[config.mk]
export PLATFORM = sky130hd
export DESIGN_NAME = fifo_uart_tx_flat
export DESIGN_NICKNAME = d
export VERILOG_FILES = /design/src/rtl/fifo_uart_tx_if.sv /design/src/rtl/fifo_uart_tx.sv /design/src/flat_wrapper.sv
export SDC_FILE = /design/constraint.sdc
export NUM_CORES = 1
export LEC_CHECK = 0
export BUFFER_PORTS_ARGS = -buffer_cell sky130_fd_sc_hd__buf_2
export CAP_MARGIN = 25
export CORE_MARGIN = 8
export CORE_UTILIZATION = 50
export CTS_CLUSTER_DIAMETER = 150
export DETAILED_ROUTE_END_ITERATION = 8
export PLACE_DENSITY = 0.78
export SLEW_MARGIN = 10
export SYNTH_ARGS = -nofsm -noshare
export SYNTH_HDL_FRONTEND = slang
export SYNTH_SLANG_ARGS = --single-unit
[constraint.sdc]
create_clock -name clk -period 1.7 [get_ports clk]
set_clock_uncertainty 0.1 [all_clocks]
set_input_delay 0.34 -clock clk [delete_from_list [all_inputs] [get_ports clk]]
set_output_delay 0.34 -clock clk [all_outputs]
set_load 0.02 [all_outputs]
[src/rtl/fifo_uart_tx_if.sv]
// Bundle of signals between the upstream FWFT FIFO, the UART transmitter and
// the serial line.
interface fifo_uart_tx_if #(
    parameter int WIDTH = 8
);
    // Handshake: d_in is valid whenever empty=0. The consumer takes the head
    // word on a rising edge and answers with a one-cycle r_en pulse in the
    // following cycle. The producer then advances the head to the next word.
    logic             empty;
    logic [WIDTH-1:0] d_in;
    logic             r_en;
    logic             tx;
    logic             busy;

    modport master (output empty, d_in, input r_en, tx, busy);
    modport slave  (input empty, d_in, output r_en, tx, busy);
endinterface

[src/rtl/fifo_uart_tx.sv]
// UART transmitter that drains a first-word-fall-through FIFO. Frames may carry
// an optional even-parity bit, and frames are sent back to back while data remains.
module fifo_uart_tx #(
    parameter int WIDTH        = 8,
    parameter int CLKS_PER_BIT = 16,
    parameter int PARITY_EN    = 0
) (
    input  logic          clk,
    input  logic          rst,
    fifo_uart_tx_if.slave bus,
    output logic [2:0]    fsm_state
);
    localparam int CW = $clog2(CLKS_PER_BIT);
    localparam int BW = (WIDTH > 1) ? $clog2(WIDTH) : 1;
    localparam logic [CW-1:0] CNT_LAST = CW'(CLKS_PER_BIT - 1);
    localparam logic [BW-1:0] BIT_LAST = BW'(WIDTH - 1);

    typedef enum logic [2:0] {IDLE, START, DATA, PARITY, STOP} state_t;

    state_t           state;
    logic [CW-1:0]    cnt;
    logic [BW-1:0]    bit_idx;
    logic [WIDTH-1:0] shreg;
    logic             par;
    logic             cnt_done;

    assign cnt_done  = (cnt == CNT_LAST);
    assign fsm_state = state;

    always_ff @(posedge clk or posedge rst) begin
        if (rst) begin
            state    <= IDLE;
            cnt      <= '0;
            bit_idx  <= '0;
            shreg    <= '0;
            par      <= 1'b0;
            bus.tx   <= 1'b1;
            bus.r_en <= 1'b0;
            bus.busy <= 1'b0;
        end else begin
            bus.r_en <= 1'b0;
            case (state)
                IDLE: begin
                    cnt      <= '0;
                    bus.tx   <= 1'b1;
                    bus.busy <= 1'b0;
                    if (!bus.empty) begin
                        state    <= START;
                        shreg    <= bus.d_in;
                        par      <= ^bus.d_in;
                        bus.tx   <= 1'b0;
                        bus.busy <= 1'b1;
                        bus.r_en <= 1'b1;
                    end
                end
                START: begin
                    if (cnt_done) begin
                        // Each data bit is taken from bit 0 as its period starts.
                        cnt     <= '0;
                        bit_idx <= '0;
                        bus.tx  <= shreg[0];
                        shreg   <= shreg >> 1;
                        state   <= DATA;
                    end else begin
                        cnt <= cnt + 1'b1;
                    end
                end
                DATA: begin
                    if (cnt_done) begin
                        cnt <= '0;
                        if (bit_idx == BIT_LAST) begin
                            if (PARITY_EN != 0) begin
                                state  <= PARITY;
                                bus.tx <= par;
                            end else begin
                                state  <= STOP;
                                bus.tx <= 1'b1;
                            end
                        end else begin
                            bit_idx <= bit_idx + 1'b1;
                            bus.tx  <= shreg[0];
                            shreg   <= shreg >> 1;
                        end
                    end else begin
                        cnt <= cnt + 1'b1;
                    end
                end
                PARITY: begin
                    if (cnt_done) begin
                        cnt    <= '0;
                        state  <= STOP;
                        bus.tx <= 1'b1;
                    end else begin
                        cnt <= cnt + 1'b1;
                    end
                end
                STOP: begin
                    if (cnt_done) begin
                        cnt <= '0;
                        // A waiting word starts the next frame with no idle gap.
                        if (!bus.empty) begin
                            state    <= START;
                            shreg    <= bus.d_in;
                            par      <= ^bus.d_in;
                            bus.tx   <= 1'b0;
                            bus.busy <= 1'b1;
                            bus.r_en <= 1'b1;
                        end else begin
                            state    <= IDLE;
                            bus.tx   <= 1'b1;
                            bus.busy <= 1'b0;
                        end
                    end else begin
                        cnt <= cnt + 1'b1;
                    end
                end
                default: state <= IDLE;
            endcase
        end
    end
endmodule
[src/flat_wrapper.sv]
// flat-port wrapper written by rule: the top's interface ports become plain ports
module fifo_uart_tx_flat 
#(
    parameter int WIDTH        = 8,
    parameter int CLKS_PER_BIT = 16,
    parameter int PARITY_EN    = 0
)
  (clk, rst, fsm_state, bus_empty, bus_d_in, bus_r_en, bus_tx, bus_busy);
  fifo_uart_tx_if #(.WIDTH(WIDTH)) bus_i ();
  input  logic clk;
  input  logic rst;
  output logic [2:0] fsm_state;
  input wire logic [$bits(bus_i.empty)-1:0] bus_empty;
  input wire logic [$bits(bus_i.d_in)-1:0] bus_d_in;
  output wire logic [$bits(bus_i.r_en)-1:0] bus_r_en;
  output wire logic [$bits(bus_i.tx)-1:0] bus_tx;
  output wire logic [$bits(bus_i.busy)-1:0] bus_busy;
  assign bus_i.empty = bus_empty;
  assign bus_i.d_in = bus_d_in;
  assign bus_r_en = bus_i.r_en;
  assign bus_tx = bus_i.tx;
  assign bus_busy = bus_i.busy;
  fifo_uart_tx #(.WIDTH(WIDTH), .CLKS_PER_BIT(CLKS_PER_BIT), .PARITY_EN(PARITY_EN)) u_core (.clk(clk), .rst(rst), .bus(bus_i), .fsm_state(fsm_state));
endmodule
==> impl_metrics.prom <==
# TYPE chip_impl_metric gauge
chip_impl_info{name="worstSetupStartpointType",value="register"} 1
chip_impl_metric{name="yosys.area.top_type_share",unit=""} 0.4098
chip_impl_metric{name="ioPinCount",unit=""} 17
chip_impl_info{name="post_synth_most_frequent_cells",value="20 x dfrtp_1, 11 x nand2_1, 10 x a21oi_1, 9 x mux2_2"} 1
chip_impl_metric{name="htree_num_levels",unit=""} 1
chip_impl_metric{name="wl_met3",unit="microns"} 131
chip_impl_metric{name="postSynthAreaPerCell",unit="sq um"} 11.00
chip_impl_metric{name="relative_contribution_of_the_clock_network_to_total_power",unit=""} 0.085
chip_impl_info{name="grt_setup_unrepaired",value="true"} 1
chip_impl_metric{name="setup-violations-final",unit=""} 11
chip_impl_info{name="cts.root.buffer_cell",value="clkbuf_4"} 1
chip_impl_metric{name="drt-total-wl",unit="microns"} 2596
chip_impl_metric{name="maxCapViolations",unit=""} 0
chip_impl_metric{name="met1_wl",unit="microns"} 1147
chip_impl_metric{name="worst-endpoint-required",unit="ps"} 1800
chip_impl_metric{name="finalCriticalPeriod",unit="ps"} 1774
chip_impl_metric{name="yosysUniqueCellTypes",unit=""} 33
chip_impl_metric{name="syn_to_final_growth",unit="%"} 30.74
chip_impl_info{name="regToRegStartpoint",value="u_core.bit_idx[1]$_DFFE_PP0P_"} 1
chip_impl_metric{name="yosys_register_bits",unit=""} 21
chip_impl_metric{name="drt_pass1_iterations",unit=""} 4
chip_impl_metric{name="intPower",unit="W"} 0.001834
chip_impl_info{name="clock_tree_from_tritoncts",value="done"} 1
chip_impl_metric{name="floorplan.initialDensity",unit=""} 0.5115
chip_impl_metric{name="worstMarginPinSlew",unit="ps"} 385.2
chip_impl_metric{name="netSwitchingPower",unit="W"} 0.001017
chip_impl_info{name="violations",value="setup timing"} 1
chip_impl_info{name="top_signal_layer_used",value="met4"} 1
chip_impl_metric{name="irDropWorstVdd",unit="uV"} 1218
chip_impl_metric{name="place.gp.congestion",unit=""} 0.8973
chip_impl_metric{name="design.final.nets",unit=""} 165
chip_impl_info{name="endpoint_kind",value="register"} 1
chip_impl_metric{name="drv_slew",unit=""} 0
chip_impl_metric{name="worst-endpoint-arrival",unit="ps"} 1870
chip_impl_metric{name="cp_max_fo",unit=""} 8
chip_impl_metric{name="drt-initial-drc-count",unit=""} 29
chip_impl_metric{name="pin_count_of_the_biggest_net_entering_global_routing",unit=""} 13
chip_impl_metric{name="die_area",unit="sq um"} 4280
chip_impl_metric{name="number_of_enable_type_register_cells_in_the_synthesized_netlist",unit=""} 0
chip_impl_info{name="worst_r2r_endpoint",value="u_core.shreg[3]$_DFFE_PP0P_"} 1
chip_impl_metric{name="dr_wl_met2",unit="microns"} 1294
chip_impl_metric{name="synth_async_sr_flop_share",unit=""} 1.000
chip_impl_info{name="synth_top_area_cell",value="dfrtp_1"} 1
chip_impl_info{name="timing.critical_path.slowest_stage_cell",value="dfrtp_1"} 1
chip_impl_metric{name="cts-buffers-inserted",unit=""} 3
chip_impl_metric{name="floorplan_die_width",unit="microns"} 65.42
chip_impl_metric{name="leakage",unit="nW"} 0.7485
chip_impl_metric{name="achievable-frequency",unit="MHz"} 563.7
chip_impl_metric{name="report.power.total",unit="W"} 0.002851
chip_impl_metric{name="synth.cell_area",unit="sq um"} 1221
chip_impl_info{name="critical_path_launch_point",value="u_core.bit_idx[1]$_DFFE_PP0P_"} 1
chip_impl_metric{name="slew-limit-headroom",unit=""} 0.7429
chip_impl_metric{name="final_cell_count_no_fill",unit=""} 180
chip_impl_metric{name="ys_warn_count",unit=""} 0
chip_impl_metric{name="gr-total-overflow",unit=""} 0
chip_impl_metric{name="antenna_cells_inserted",unit=""} 0
chip_impl_metric{name="p_per_area",unit="nW/um^2"} 1786
chip_impl_metric{name="total_number_of_vias",unit=""} 938
chip_impl_metric{name="fp-row-count",unit=""} 18
chip_impl_info{name="post-synth-top-count-cell",value="dfrtp_1"} 1
chip_impl_metric{name="switching_share",unit=""} 0.3567
chip_impl_metric{name="die-height",unit="microns"} 65.42
chip_impl_metric{name="cts.sink_count",unit=""} 21
chip_impl_metric{name="regToRegSetupSlack",unit="ps"} -70
chip_impl_metric{name="comb_power_share",unit=""} 0.607
chip_impl_metric{name="final_hold_viol_count",unit=""} 0
chip_impl_metric{name="grt_antenna_before_repair",unit=""} 0
chip_impl_metric{name="layout-drive-gt1-share",unit=""} 0.5333
chip_impl_info{name="ys_top_cells_by_area",value="dfrtp_1 41%, mux2_4 9.8%, mux2_2 8.3%"} 1
chip_impl_metric{name="wire_length_of_the_first_global_routing_pass",unit="microns"} 4512
chip_impl_metric{name="seq_area_frac_synth",unit=""} 0.4314
chip_impl_metric{name="track_usage",unit=""} 0.1292
chip_impl_metric{name="layout_setup_ws",unit="ps"} -73.84
chip_impl_metric{name="max-clock-path-buffers",unit=""} 2
chip_impl_metric{name="drt-vias-per-instance",unit=""} 5.211
chip_impl_metric{name="syn_inst",unit=""} 111
chip_impl_metric{name="rr_worst_depth",unit=""} 6
chip_impl_metric{name="placed_cells",unit=""} 172
chip_impl_info{name="crit_chain",value="ha_2, ha_4, a21oi_2, o22a_1, buf_12, mux2_4"} 1
chip_impl_metric{name="detailed_place_hpwl",unit="microns"} 1953
chip_impl_info{name="worstSetupPathType",value="reg2reg"} 1
chip_impl_metric{name="synth_nets",unit=""} 125
chip_impl_metric{name="insertion_delay",unit="ps"} 300
chip_impl_metric{name="sequential_cell_fraction_of_total_power",unit=""} 0.308
chip_impl_info{name="outcome",value="finished with violations"} 1
chip_impl_metric{name="count_of_input_and_output_buffers",unit=""} 16
chip_impl_metric{name="clk_pin_slew",unit="ps"} 120
chip_impl_metric{name="remaining_drc_errors",unit=""} 0
chip_impl_metric{name="route.detailed.wl_per_inst",unit="microns"} 14.42
chip_impl_metric{name="antenna_violating_nets_post_route",unit=""} 0
chip_impl_metric{name="critPathMaxStageDelay",unit="ps"} 420
chip_impl_metric{name="core_area",unit="sq um"} 2387
chip_impl_info{name="endpoint",value="u_core.shreg[3]$_DFFE_PP0P_"} 1
chip_impl_metric{name="layout_worst_path_cycle_share",unit=""} 1.043
chip_impl_metric{name="first_global_vias",unit=""} 1037
chip_impl_info{name="synth_ff_type",value="dfrtp_1"} 1
chip_impl_info{name="timing.hold.worst.class",value="in2reg"} 1
-- placed cells by master (no fill, tap or decap), types with 2 or more instances in the layout --
cell type / instances
or2_2: 2
buf_4: 22
inv_1: 3
mux2_2: 6
nor2_1: 7
nand2_1: 10
a21oi_1: 8
nor3_1: 2
mux2i_1: 2
dfrtp_2: 2
mux2_4: 11
clkbuf_4: 3
dfrtp_1: 18
buf_2: 16
a31oi_1: 2
a21oi_2: 2
nand2b_4: 2
o21ai_0: 3
xnor2_1: 2
o22a_1: 2
buf_12: 2
-- repair_timing --
item / CTS / global route
pin swaps: 3 / 4
cloned: 0 / 0
endpoints found under the hold margin: 8 / 0
hold buffers: 1 / 0
endpoints found under the setup margin: 11 / 14
gates resized for setup: 6 / 6
buffers inserted: 2 / 1
-- through the flow --
stage	hold slack (ps)	setup WS (ps)	TNS [ps]	util	area [sq um]
3_5_place_dp	239.5	-111.4	-1066	0.6174	1474
6_report	183.0	-73.84	-695.2	0.6688	1597
4_1_cts	169.2	-75.03	-661.4	0.6551	1564
5_1_grt	180.7	-134.7	-1363	0.6688	1597
3_3_place_gp	226.5	-55.64	-448.9	0.6174	1474
2_1_floorplan	215.6	-121.6	-1044	-	1242
-- critical path, delay by kind of cell, from the launching register on --
family,cells,cell delay [ps]
muxes,1,300
DFF,1,420
buffers and inverters,1,150
adders and majority gates,2,380
AOI/OAI and AO/OA,2,330
-- registers in the layout (all words and copies together) (netlist names) --
register          count
u_core.bus.busy       1
u_core.bus.r_en       1
u_core.bus.tx         1
u_core.fsm_state      3
u_core.shreg          8
u_core.bit_idx        3
u_core.cnt            4
-- power by group through the flow --
stage          clock network, W  logic, W  registers, W
2_1_floorplan                 0   0.00114      0.000894
3_3_place_gp                  0   0.00153      0.000868
3_5_place_dp                  0   0.00157      0.000883
4_1_cts                0.000252   0.00168      0.000873
5_1_grt                0.000269   0.00188      0.000910
6_report               0.000242   0.00173      0.000880
-- logic make-up (layout without fill, tap and decap cells) --
family / after synthesis / count (layout) / synth area share
mux: 19 / 19 / 0.1978
simple gates: 32 / 32 / 0.1383
buf+inv: 9 / 48 / 0.05224
flops: 21 / 21 / 0.4314
xor+xnor: 2 / 2 / 0.01435
compound gates: 24 / 24 / 0.1260
fa+ha+maj: 4 / 4 / 0.03996
-- worst min path at each step --
stage	depth (start not counted)	endpoint	from	slack, ps
CTS	3	u_core.bus.r_en$_DFF_PP0_	bus_empty	170
floorplan	1	u_core.bit_idx[0]$_DFFE_PP0P_	rst	220
detailed placement	2	u_core.bus.r_en$_DFF_PP0_	rst	240
global route	3	u_core.bus.r_en$_DFF_PP0_	bus_empty	180
finish	3	u_core.bus.r_en$_DFF_PP0_	bus_empty	180
global placement	2	u_core.bus.busy$_DFFE_PP0P_	rst	230
-- routing by layer --
layer / up-vias / track usage
met1: 440 / 0.1472
li1: 473 / -
met3: 4 / 0.02891
met2: 21 / 0.2300
met5: - / 0
met4: 0 / 0.04632
-- cell type report --
cell class	instances	area (sq um)
fillers	198	790.8
multi-input cells	81	696.9
flip-flops and latches	21	529.3
repair buffers	41	295.3
well taps	30	37.54
clock buffers	4	26.28
inverters	3	11.26
(Power assumes the default switching activity.)
